File: src/rtl/uart_frame_pkg.sv
// Shared types and constants for the UART frame parser: FSM state encoding,
// error codes reported on o_err_code, and the default start-of-frame marker.
package uart_frame_pkg;

  typedef enum logic [2:0] {
    ST_IDLE    = 3'd0,
    ST_LEN     = 3'd1,
    ST_PAYLOAD = 3'd2,
    ST_CSUM    = 3'd3,
    ST_DRAIN   = 3'd4
  } state_t;

  typedef logic [1:0] err_code_t;

  localparam err_code_t ERR_OVERRUN = 2'd0;
  localparam err_code_t ERR_LEN     = 2'd1;
  localparam err_code_t ERR_CSUM    = 2'd2;
  localparam err_code_t ERR_TIMEOUT = 2'd3;

  localparam logic [7:0] SOF_BYTE_DFLT = 8'hA5;

  // A length byte is usable when it names 1..max_len payload bytes.
  function automatic logic len_valid(input logic [7:0] len, input int max_len);
    return (len != 8'd0) && (int'(len) <= max_len);
  endfunction

endpackage

File: src/rtl/uart_frame_buf.sv
// Payload store for one frame: DEPTH x 8 register array, one synchronous
// write port and one asynchronous read port. Contents are not reset; the
// parser never reads a location it has not written in the current frame.
module uart_frame_buf #(
  parameter int DEPTH = 16,
  parameter int AW    = 5
) (
  input  logic          clk_i,
  input  logic          we_i,
  input  logic [AW-1:0] waddr_i,
  input  logic [7:0]    wdata_i,
  input  logic [AW-1:0] raddr_i,
  output logic [7:0]    rdata_o
);

  localparam int IW = (DEPTH > 1) ? $clog2(DEPTH) : 1;

  logic [7:0] mem_q [DEPTH];

  logic wr_in_range;
  logic rd_in_range;

  // Pointers are one bit wider than the array index (they must reach DEPTH);
  // out-of-range addresses are ignored on write and read back as zero.
  assign wr_in_range = (waddr_i < AW'(DEPTH));
  assign rd_in_range = (raddr_i < AW'(DEPTH));
  assign rdata_o     = rd_in_range ? mem_q[raddr_i[IW-1:0]] : 8'h00;

  // Store one payload byte per write strobe.
  always_ff @(posedge clk_i) begin
    if (we_i && wr_in_range) begin
      mem_q[waddr_i[IW-1:0]] <= wdata_i;
    end
  end

endmodule

File: src/rtl/uart_rx_frame_parser.sv
// Store-and-forward parser for SOF/LEN/payload/CSUM frames arriving as byte
// strobes from a UART receiver. Payload is buffered and only streamed out on
// the valid/ready interface once the XOR checksum (LEN ^ payload) matches.
// Errored frames are dropped and reported with a one-cycle pulse plus code.
module uart_rx_frame_parser
  import uart_frame_pkg::*;
#(
  parameter int         MAX_LEN      = 16,
  parameter logic [7:0] SOF_BYTE     = SOF_BYTE_DFLT,
  parameter int         TIMEOUT_CLKS = 3480
) (
  input  logic       i_clock,
  input  logic       i_reset,
  input  logic       i_rx_dv,
  input  logic [7:0] i_rx_byte,
  output logic       o_pl_valid,
  output logic [7:0] o_pl_byte,
  output logic       o_pl_last,
  input  logic       i_pl_ready,
  output logic       o_frame_ok,
  output logic       o_frame_err,
  output logic [1:0] o_err_code,
  output logic       o_busy
);

  localparam int AW = $clog2(MAX_LEN + 1);
  localparam int TW = $clog2(TIMEOUT_CLKS);
  // The counter reads TIMEOUT_CLKS-2 in the cycle whose closing edge would
  // take it to TIMEOUT_CLKS-1; the timeout is declared at that edge.
  localparam logic [TW-1:0] TMO_LAST = TW'(TIMEOUT_CLKS - 2);

  state_t          state_q, state_d;
  logic [AW-1:0]   len_q, len_d;
  logic [AW-1:0]   wptr_q, wptr_d;
  logic [AW-1:0]   rptr_q, rptr_d;
  logic [7:0]      acc_q, acc_d;
  logic [TW-1:0]   tmo_q, tmo_d;
  logic            ok_q, ok_d;
  logic            err_q, err_d;
  err_code_t       code_q, code_d;

  logic            in_frame;
  logic            tmo_hit;
  logic            draining;
  logic            handshake;
  logic            len_ok;
  logic            csum_ok;
  logic            buf_we;
  logic [AW-1:0]   wptr_inc;
  logic [7:0]      buf_rdata;

  assign in_frame  = (state_q == ST_LEN) || (state_q == ST_PAYLOAD) || (state_q == ST_CSUM);
  // A byte arriving on the terminal-count cycle takes priority over the timeout.
  assign tmo_hit   = in_frame && !i_rx_dv && (tmo_q == TMO_LAST);
  assign draining  = (state_q == ST_DRAIN);
  assign handshake = draining && i_pl_ready;
  assign len_ok    = len_valid(i_rx_byte, MAX_LEN);
  assign csum_ok   = (i_rx_byte == acc_q);
  assign wptr_inc  = wptr_q + AW'(1);

  assign o_pl_valid  = draining;
  assign o_pl_byte   = draining ? buf_rdata : 8'h00;
  assign o_pl_last   = draining && (rptr_q == len_q - AW'(1));
  assign o_frame_ok  = ok_q;
  assign o_frame_err = err_q;
  assign o_err_code  = code_q;
  assign o_busy      = (state_q != ST_IDLE);

  uart_frame_buf #(
    .DEPTH (MAX_LEN),
    .AW    (AW)
  ) u_buf (
    .clk_i   (i_clock),
    .we_i    (buf_we),
    .waddr_i (wptr_q),
    .wdata_i (i_rx_byte),
    .raddr_i (rptr_q),
    .rdata_o (buf_rdata)
  );

  // FSM state register.
  always_ff @(posedge i_clock or posedge i_reset) begin
    if (i_reset) begin
      state_q <= ST_IDLE;
    end else begin
      state_q <= state_d;
    end
  end

  // FSM next-state: frame walk, error exits, and drain completion.
  always_comb begin
    state_d = state_q;
    case (state_q)
      ST_IDLE: begin
        if (i_rx_dv && (i_rx_byte == SOF_BYTE)) state_d = ST_LEN;
      end
      ST_LEN: begin
        if (i_rx_dv)      state_d = len_ok ? ST_PAYLOAD : ST_IDLE;
        else if (tmo_hit) state_d = ST_IDLE;
      end
      ST_PAYLOAD: begin
        if (i_rx_dv) begin
          if (wptr_inc == len_q) state_d = ST_CSUM;
        end else if (tmo_hit) begin
          state_d = ST_IDLE;
        end
      end
      ST_CSUM: begin
        if (i_rx_dv)      state_d = csum_ok ? ST_DRAIN : ST_IDLE;
        else if (tmo_hit) state_d = ST_IDLE;
      end
      ST_DRAIN: begin
        if (handshake && o_pl_last) state_d = ST_IDLE;
      end
      default: state_d = ST_IDLE;
    endcase
  end

  // FSM outputs: buffer writes, checksum, pointers, timeout and status pulses.
  always_comb begin
    len_d  = len_q;
    wptr_d = wptr_q;
    rptr_d = rptr_q;
    acc_d  = acc_q;
    tmo_d  = '0;
    ok_d   = 1'b0;
    err_d  = 1'b0;
    code_d = code_q;
    buf_we = 1'b0;

    if (in_frame && !i_rx_dv && !tmo_hit) tmo_d = tmo_q + TW'(1);
    if (tmo_hit) begin
      err_d  = 1'b1;
      code_d = ERR_TIMEOUT;
    end

    case (state_q)
      ST_IDLE: begin
        if (i_rx_dv && (i_rx_byte == SOF_BYTE)) acc_d = 8'h00;
      end
      ST_LEN: begin
        if (i_rx_dv) begin
          if (!len_ok) begin
            err_d  = 1'b1;
            code_d = ERR_LEN;
          end else begin
            len_d  = AW'(i_rx_byte);
            acc_d  = i_rx_byte;
            wptr_d = '0;
          end
        end
      end
      ST_PAYLOAD: begin
        if (i_rx_dv) begin
          buf_we = 1'b1;
          acc_d  = acc_q ^ i_rx_byte;
          wptr_d = wptr_inc;
        end
      end
      ST_CSUM: begin
        if (i_rx_dv) begin
          if (csum_ok) begin
            ok_d   = 1'b1;
            rptr_d = '0;
          end else begin
            err_d  = 1'b1;
            code_d = ERR_CSUM;
          end
        end
      end
      ST_DRAIN: begin
        if (handshake) rptr_d = rptr_q + AW'(1);
        // The sink still owns the buffer, so any new byte is dropped.
        if (i_rx_dv) begin
          err_d  = 1'b1;
          code_d = ERR_OVERRUN;
        end
      end
      default: ;
    endcase
  end

  // Datapath and status registers.
  always_ff @(posedge i_clock or posedge i_reset) begin
    if (i_reset) begin
      len_q  <= '0;
      wptr_q <= '0;
      rptr_q <= '0;
      acc_q  <= '0;
      tmo_q  <= '0;
      ok_q   <= 1'b0;
      err_q  <= 1'b0;
      code_q <= ERR_OVERRUN;
    end else begin
      len_q  <= len_d;
      wptr_q <= wptr_d;
      rptr_q <= rptr_d;
      acc_q  <= acc_d;
      tmo_q  <= tmo_d;
      ok_q   <= ok_d;
      err_q  <= err_d;
      code_q <= code_d;
    end
  end

endmodule

File: config.mk
export PLATFORM = sky130hd
export DESIGN_NAME = uart_rx_frame_parser
export DESIGN_NICKNAME = d
export VERILOG_FILES = /design/src/rtl/uart_frame_pkg.sv /design/src/rtl/uart_frame_buf.sv /design/src/rtl/uart_rx_frame_parser.sv
export SDC_FILE = /design/constraint.sdc
export NUM_CORES = 1
export LEC_CHECK = 0
export ABC_CLOCK_PERIOD_IN_PS = 2700
export CORE_MARGIN = 1.5
export CORE_UTILIZATION = 61
export DETAILED_ROUTE_END_ITERATION = 10
export PLACE_DENSITY_LB_ADDON = 0.2
export SLEW_MARGIN = 20
export SYNTH_ARGS = -nofsm -noshare
export SYNTH_HDL_FRONTEND = slang
export SYNTH_SLANG_ARGS = --single-unit
File: constraint.sdc
create_clock -name i_clock -period 2.7 [get_ports i_clock]
set_input_delay 0.54 -clock i_clock [delete_from_list [all_inputs] [get_ports i_clock]]
set_output_delay 0.54 -clock i_clock [all_outputs]
set_load 0.02 [all_outputs]
# [Yosys cells after proc, flatten, opt, wreduce, memory -nomap -nowiden]
# Memory sizes are Yosys's and may differ from the RTL's.
# Index checks and enable logic that the tools add are counted.
[totals] reg_bits=42 mem_bits_rw=128 in_bits=12 out_inout_bits=15 word_cells=107 memories=1
[mem_list] name="u_buf.mem_q" words=16 word_bits=8 read_ports=1 rd_clocked_by_memory_dff=0 write_ports=1 line="uart_frame_buf.sv:18" rtl="logic [7:0] mem_q [DEPTH];"
[op_classes] n_addsub=4 magnitude_cmp=3 eq_ne=18 n_mux=47 n_bitwise=1 reduce_logical=24
[op_table] operator="8-bit two-way mux" count=6
[op_table] operator="5-bit two-way mux" count=6
[op_table] operator="3-bit two-way mux" count=8
[op_table] operator="8-bit one-hot mux with 3 select lines" count=1
[op_table] operator="5-bit one-hot mux with 2 select lines" count=2
[op_table] operator="3-bit one-hot mux with 5 select lines" count=1
[op_table] operator="2-bit two-way mux" count=7
[op_table] operator="1-bit two-way mux" count=13
[op_table] operator="12-bit by 1-bit adder with 12-bit output (second input constant)" count=1
[op_table] operator="12-bit == test (second input constant)" count=1
[op_table] operator="12-bit two-way mux" count=1
[op_table] operator="2-bit != test (second input constant)" count=6
[op_table] operator="5-bit by 1-bit adder with 5-bit output (second input constant)" count=2
[op_table] operator="5-bit == test" count=2
[op_table] operator="5-bit < comparator (second input constant)" count=2
[op_table] operator="1-bit logical AND" count=9
[op_table] operator="8-bit == test" count=1
[op_table] operator="8-bit == test (second input constant)" count=1
[op_table] operator="8-bit by 5-bit less-or-equal comparator with 1-bit output (second input constant)" count=1
[op_table] operator="4-bit AND reduction" count=2
[op_table] operator="8-bit nonzero test" count=1
[op_table] operator="8-bit XOR" count=1
[op_table] operator="3-bit by 2-bit == test with 1-bit output (second input constant)" count=2
[op_table] operator="2-bit one-hot mux with 3 select lines" count=1
[op_table] operator="13 further kinds" count=19

# [Depth between registers and ports, before layout]
[depth] depth_word=9 mapped_depth=8 mapped_depth_nobuf=7

# [Cells and area by module]
# Synthesis repeated with hierarchy kept, for this count alone.
[hier_totals] cells_unflattened=506 area_unflattened_um2=7682.4
[modules_own_cells] module="uart_frame_buf" n_inst=1 cells_per_inst=226 area_per_inst_um2=5079.9 seq_area_each_um2=3843.7
[modules_own_cells] module="uart_rx_frame_parser" n_inst=1 cells_per_inst=280 area_per_inst_um2=2602.5 seq_area_each_um2=1051.0

# [Least setup slack after synthesis]
# Ideal clock, no wire load.
[synth_timing] path_kind="register to output" start="register rptr_q[0]" end="output o_pl_byte[0]" t_arrival_ps=1926 required_ps=2160 setup_slack_ps=234 stages_incl_launch_ff=6 n_path_buf=2 cell_sequence="dfrtp_1 -> clkbuf_1 -> buf_2 -> mux4_2 -> mux2i_1 -> o22ai_1"
[synth_via] elab_chain_len=3 elab_cells_between_ends=4 classes_between="order compare (1); mux (2); memory (1)"
[synth_lines] element="start, declared" line="uart_rx_frame_parser.sv:35" rtl="logic [AW-1:0] rptr_q, rptr_d;"
[synth_lines] element="start signal, assigned" line="uart_rx_frame_parser.sv:197" rtl="rptr_q <= rptr_d;"
[synth_lines] element="memory read 16 x 8 bit / 5-bit < comparator (equally long branches)"
[synth_lines] element="8-bit two-way mux *" line="uart_frame_buf.sv:27" rtl="assign rdata_o = rd_in_range ? mem_q[raddr_i[IW-1:0]] : 8'h00;"
[synth_lines] element="8-bit two-way mux *" line="uart_rx_frame_parser.sv:62" rtl="assign o_pl_byte = draining ? buf_rdata : 8'h00;"
[synth_lines] element="end, declared" line="uart_rx_frame_parser.sv:17" rtl="output logic [7:0] o_pl_byte,"
# Every way passes the cells marked *; elsewhere a longest branch is shown, timed or not.

# [Worst setup path after layout]
[layout_timing] start="register rptr_q[0]" end="output o_pl_byte[6]"
# The elaborated chain is that of the path after synthesis.

==> flow_metrics.py <==
metrics = {
    "floorplan": {
        "fp.dieW_um": 113.8,
        "core_um2": 12010,
        "floorplan.io_pins": 27,
        "rows": 40,
        "die_height_um": 113.8,
        "die_area_um2": 12960,
        "starting_density_of_the_core_pct": 62.40,
    },
    "grt": {
        "met1_capacity_usage_during_global_routing_pct": 36.16,
        "grtUsageTotal_pct": 28.32,
        "grt_pass1_wl_mm": 26.57,
        "gr-max-usage-layer": "met2",
        "grt_antenna_before_repair": 0,
        "grt_max_degree": 43,
        "gr_util_met2_pct": 47.43,
        "global_route.overflow_total": 0,
        "via_count_of_the_first_global_routing_pass": 4884,
        "met3_usage_pct": 6.961,
    },
    "timing": {
        "grt_setup_unrepaired": "true",
        "worst_slew_pin_slew_ns": 0.9120,
        "timing.setup.tns_ns": -0.0002478,
        "final.period_utilization_pct": 100.0,
        "setup_viol": 1,
        "maxClockFrequency_mhz": 370.3,
        "timing.slew.headroom_pct": 39.07,
        "timing_max_transition_violations_final": 0,
        "period_needed_ns": 2.700,
        "final.setup_skew_ns": 0.006453,
        "worst_case_setup_margin_in_the_final_layout_ns": -0.0002478,
        "timing_hold_violations_final": 0,
    },
    "synthesis": {
        "mapped_cell_area_um2": 7495,
        "synth.yosys.seq_area_share_pct": 65.31,
        "yosys_warnings": 0,
        "netlist_top_cells_area": "sky130_fd_sc_hd__edfxtp_1 51%, sky130_fd_sc_hd__dfrtp_1 14%, sky130_fd_sc_hd__mux4_2 9.6%",
        "synthesis.area_per_instance_um2": 14.93,
        "yosysTopAreaCell": "sky130_fd_sc_hd__edfxtp_1",
        "share_of_synthesized_flip_flops_with_an_asynchronous_set_or_reset_pct": 24.71,
        "synth_ff_type": "sky130_fd_sc_hd__edfxtp_1",
        "synth_cell_type_count": 55,
        "synth_cells": 502,
        "synth_seq_cells": 170,
        "count_of_flip_flops_with_a_built_in_enable_after_synthesis": 128,
        "yosysTopAreaCellShare_pct": 51.29,
        "synth_nets": 522,
    },
    "drt": {
        "initialDrtViolationCount": 552,
        "wl_per_cell_um": 22.48,
        "vias_post_dr": 4684,
        "wirelength_mm": 16.77,
        "drc": 0,
        "postRouteAntennaNets": 0,
        "detail_route.first_pass.iterations": 5,
        "viasPerCell": 6.279,
    },
    "critical_path": {
        "crit_type": "flip-flop to output port",
        "path_delay_family": "multiplexers",
        "path_max_fanout": 8,
        "regToRegEndpoint": "o_err_code[1]",
        "reg2reg_launch_point": "tmo_q[0]",
        "worst-path-buf-inv": 2,
        "critPathRequiredTime_ns": 2.16,
        "startpoint_type": "flip-flop",
        "critical_path.max_stage_delay_ns": 0.55,
        "crit_path_end_kind": "output port",
        "critical_path.slowest_cell": "sky130_fd_sc_hd__mux4_2",
        "timing.reg2reg.worst_path_depth": 7,
        "worstPathCellList": "buf_12 -> mux4_2 -> mux2i_4 -> o22ai_2 -> clkdlybuf4s15_2",
        "reg2reg_slack_ns": 0.51,
        "critPathArrivalTime_ns": 2.16,
    },
    "cts": {
        "cts_made_buffers": 17,
        "cts_max_level": 4,
        "cts.root.buffer_cell": "sky130_fd_sc_hd__clkbuf_16",
        "cts.sink_count": 170,
        "cts_hold_buffers": 0,
        "clock_path_buffers": 2,
        "tritoncts_clock_tree": "yes",
        "clkSlewWorstSetupHoldPaths_ns": 0.06,
        "worstSkewPairLatency_ns": 0.42,
    },
    "hold_path": {
        "worstHoldEndpoint": "tmo_q[0]",
        "worstHoldPathCells": 1,
        "hold_start": "tmo_q[0]",
        "min_path_type": "flip-flop to flip-flop",
    },
    "placed_design": {
        "placement.io_buffers": 26,
        "dp_hpwl_mm": 10.73,
        "routabilityCongestion": 0.9021,
        "place_area_um2": 8335,
        "detailedPlace.worstSlack_ns": -0.005324,
    },
    "layout": {
        "antennaDiodeCount": 0,
        "fill_cells": 728,
        "area_growth_syn_to_layout_pct": 20.12,
        "area_taken_by_flip_flops_and_latches_um2": 4896,
        "design_area_um2": 9002,
        "area_used_by_multi_input_combinational_logic_um2": 2512,
        "post-route-util_pct": 74.95,
        "design.final.nets": 607,
        "final_layout_size_suffix_gt1_share_pct": 25.38,
    },
    "pwr": {
        "worst_ir_drop_vdd_mv": 0.4798,
        "power.leakage_nw": 3.235,
        "power.density_nw_per_um2": 720.9,
    },
    "run": {
        "drv_cap": 0,
    },
    "outcome": {
        "outcome": "finished with violations",
        "failed_checks": "setup timing",
    },
}
[area by class of cell]
| type | count | share of cell area (%) |
|---|---|---|
| inverter | 19 | 0.7922 |
| timing repair buffer | 91 | 8.839 |
| tap | 147 | 2.043 |
| sequential | 170 | 54.39 |
| clock buffer | 21 | 4.892 |
| clock inverter | 10 | 1.140 |
| multi-input combinational | 288 | 27.91 |
[layer usage]
layer | up-vias | routed length (um) | part of all wire (%)
li1 | 2090 | - | -
met1 | 2385 | 6830 | 41
met2 | 178 | 8621 | 51
met3 | 31 | 1000 | 6.0
met4 | 0 | 317 | 1.9
met5 | - | 0 | 0
[state kept, by name, summed over array words and instances (netlist names)]
register     flops
o_frame_err      1
u_buf.mem_q    128
acc_q            8
o_frame_ok       1
rptr_q           5
len_q            5
wptr_q           5
o_err_code       2
tmo_q           12
state_q          3
[Yosys cell counts (8+ instances only)]
cell type	number
sky130_fd_sc_hd__clkbuf_1	13
sky130_fd_sc_hd__dfrtp_1	42
sky130_fd_sc_hd__edfxtp_1	128
sky130_fd_sc_hd__ha_1	8
sky130_fd_sc_hd__inv_1	17
sky130_fd_sc_hd__mux2i_1	17
sky130_fd_sc_hd__mux4_2	32
sky130_fd_sc_hd__nand2_1	19
sky130_fd_sc_hd__nand3_1	11
sky130_fd_sc_hd__nor2_1	49
sky130_fd_sc_hd__nor3_1	20
sky130_fd_sc_hd__o21ai_0	10
sky130_fd_sc_hd__o22ai_1	9
sky130_fd_sc_hd__o32ai_1	8
sky130_fd_sc_hd__xnor2_1	9
sky130_fd_sc_hd__xor2_1	21
[repair_timing]
action | CTS | global route
endpoints found under the hold margin | 0 | 0
gates resized for setup | 45 | 18
setup buffers | 3 | 3
cloned | 1 | 0
pin swaps | 0 | 2
endpoints found under the setup margin | 9 | 9
[logic make-up (layout without fill, tap and decap cells)]
kind of cell,Yosys count,count (layout),share of synthesized area [%]
AO/OA/AOI/OAI,59,59,5.459
XOR/XNOR,30,30,3.506
adder cells (fa/ha/maj),8,8,1.336
buffers and inverters,44,141,2.421
flip-flops,170,170,65.31
multiplexers,52,52,12.34
AND/OR/NAND/NOR,139,139,9.633
[worst max path at each step]
stage	startpoint	endpoint	slack [ns]	cells after the start
global placement	i_rx_byte[2]	wptr_q[4]	0.04	6
floorplan	rptr_q[0]	o_pl_byte[0]	0.23	5
global route	rptr_q[0]	o_pl_byte[0]	-0.05	6
finish	rptr_q[0]	o_pl_byte[6]	-0.0002	5
detailed placement	i_rx_byte[5]	o_frame_err	-0.005	7
CTS	rptr_q[0]	o_pl_byte[7]	-0.06	6
[cells in the final DEF (no fill, tap or decap), types with 4 or more instances in the layout]
master,instances
sky130_fd_sc_hd__nor2_1,49
sky130_fd_sc_hd__nand2b_1,6
sky130_fd_sc_hd__mux4_2,32
sky130_fd_sc_hd__a21oi_1,6
sky130_fd_sc_hd__mux2i_1,7
sky130_fd_sc_hd__o32ai_1,8
sky130_fd_sc_hd__o22ai_1,7
sky130_fd_sc_hd__inv_1,17
sky130_fd_sc_hd__nor3_1,20
sky130_fd_sc_hd__o21ai_1,6
sky130_fd_sc_hd__ha_1,7
sky130_fd_sc_hd__mux2i_2,8
sky130_fd_sc_hd__clkbuf_16,17
sky130_fd_sc_hd__clkbuf_1,4
sky130_fd_sc_hd__xor2_1,21
sky130_fd_sc_hd__dfrtp_1,41
sky130_fd_sc_hd__xnor2_1,9
sky130_fd_sc_hd__o21ai_0,10
sky130_fd_sc_hd__buf_4,58
sky130_fd_sc_hd__buf_12,5
sky130_fd_sc_hd__nand2_1,18
sky130_fd_sc_hd__clkdlybuf4s50_1,17
sky130_fd_sc_hd__edfxtp_1,128
sky130_fd_sc_hd__nor4_1,6
sky130_fd_sc_hd__and3_1,5
sky130_fd_sc_hd__clkinv_1,5
sky130_fd_sc_hd__nand3_1,11
sky130_fd_sc_hd__buf_2,6
[power breakdown]
group | internal [mW] | switching, mW
logic | 0.466 | 0.595
registers | 2.98 | 0.196
clock network | 1.34 | 0.916
[per-stage QoR]
stage | hold slack [ns] | total power, mW | std cells
6_report | 0.5165 | 6.489 | 746
3_3_place_gp | 0.4912 | 4.185 | 709
4_1_cts | 0.5168 | 6.488 | 744
5_1_grt | 0.5321 | 6.744 | 746
3_5_place_dp | 0.5080 | 4.239 | 709
2_1_floorplan | 0.4671 | 3.863 | 502
No activity file was read; power rests on OpenSTA's default activity.
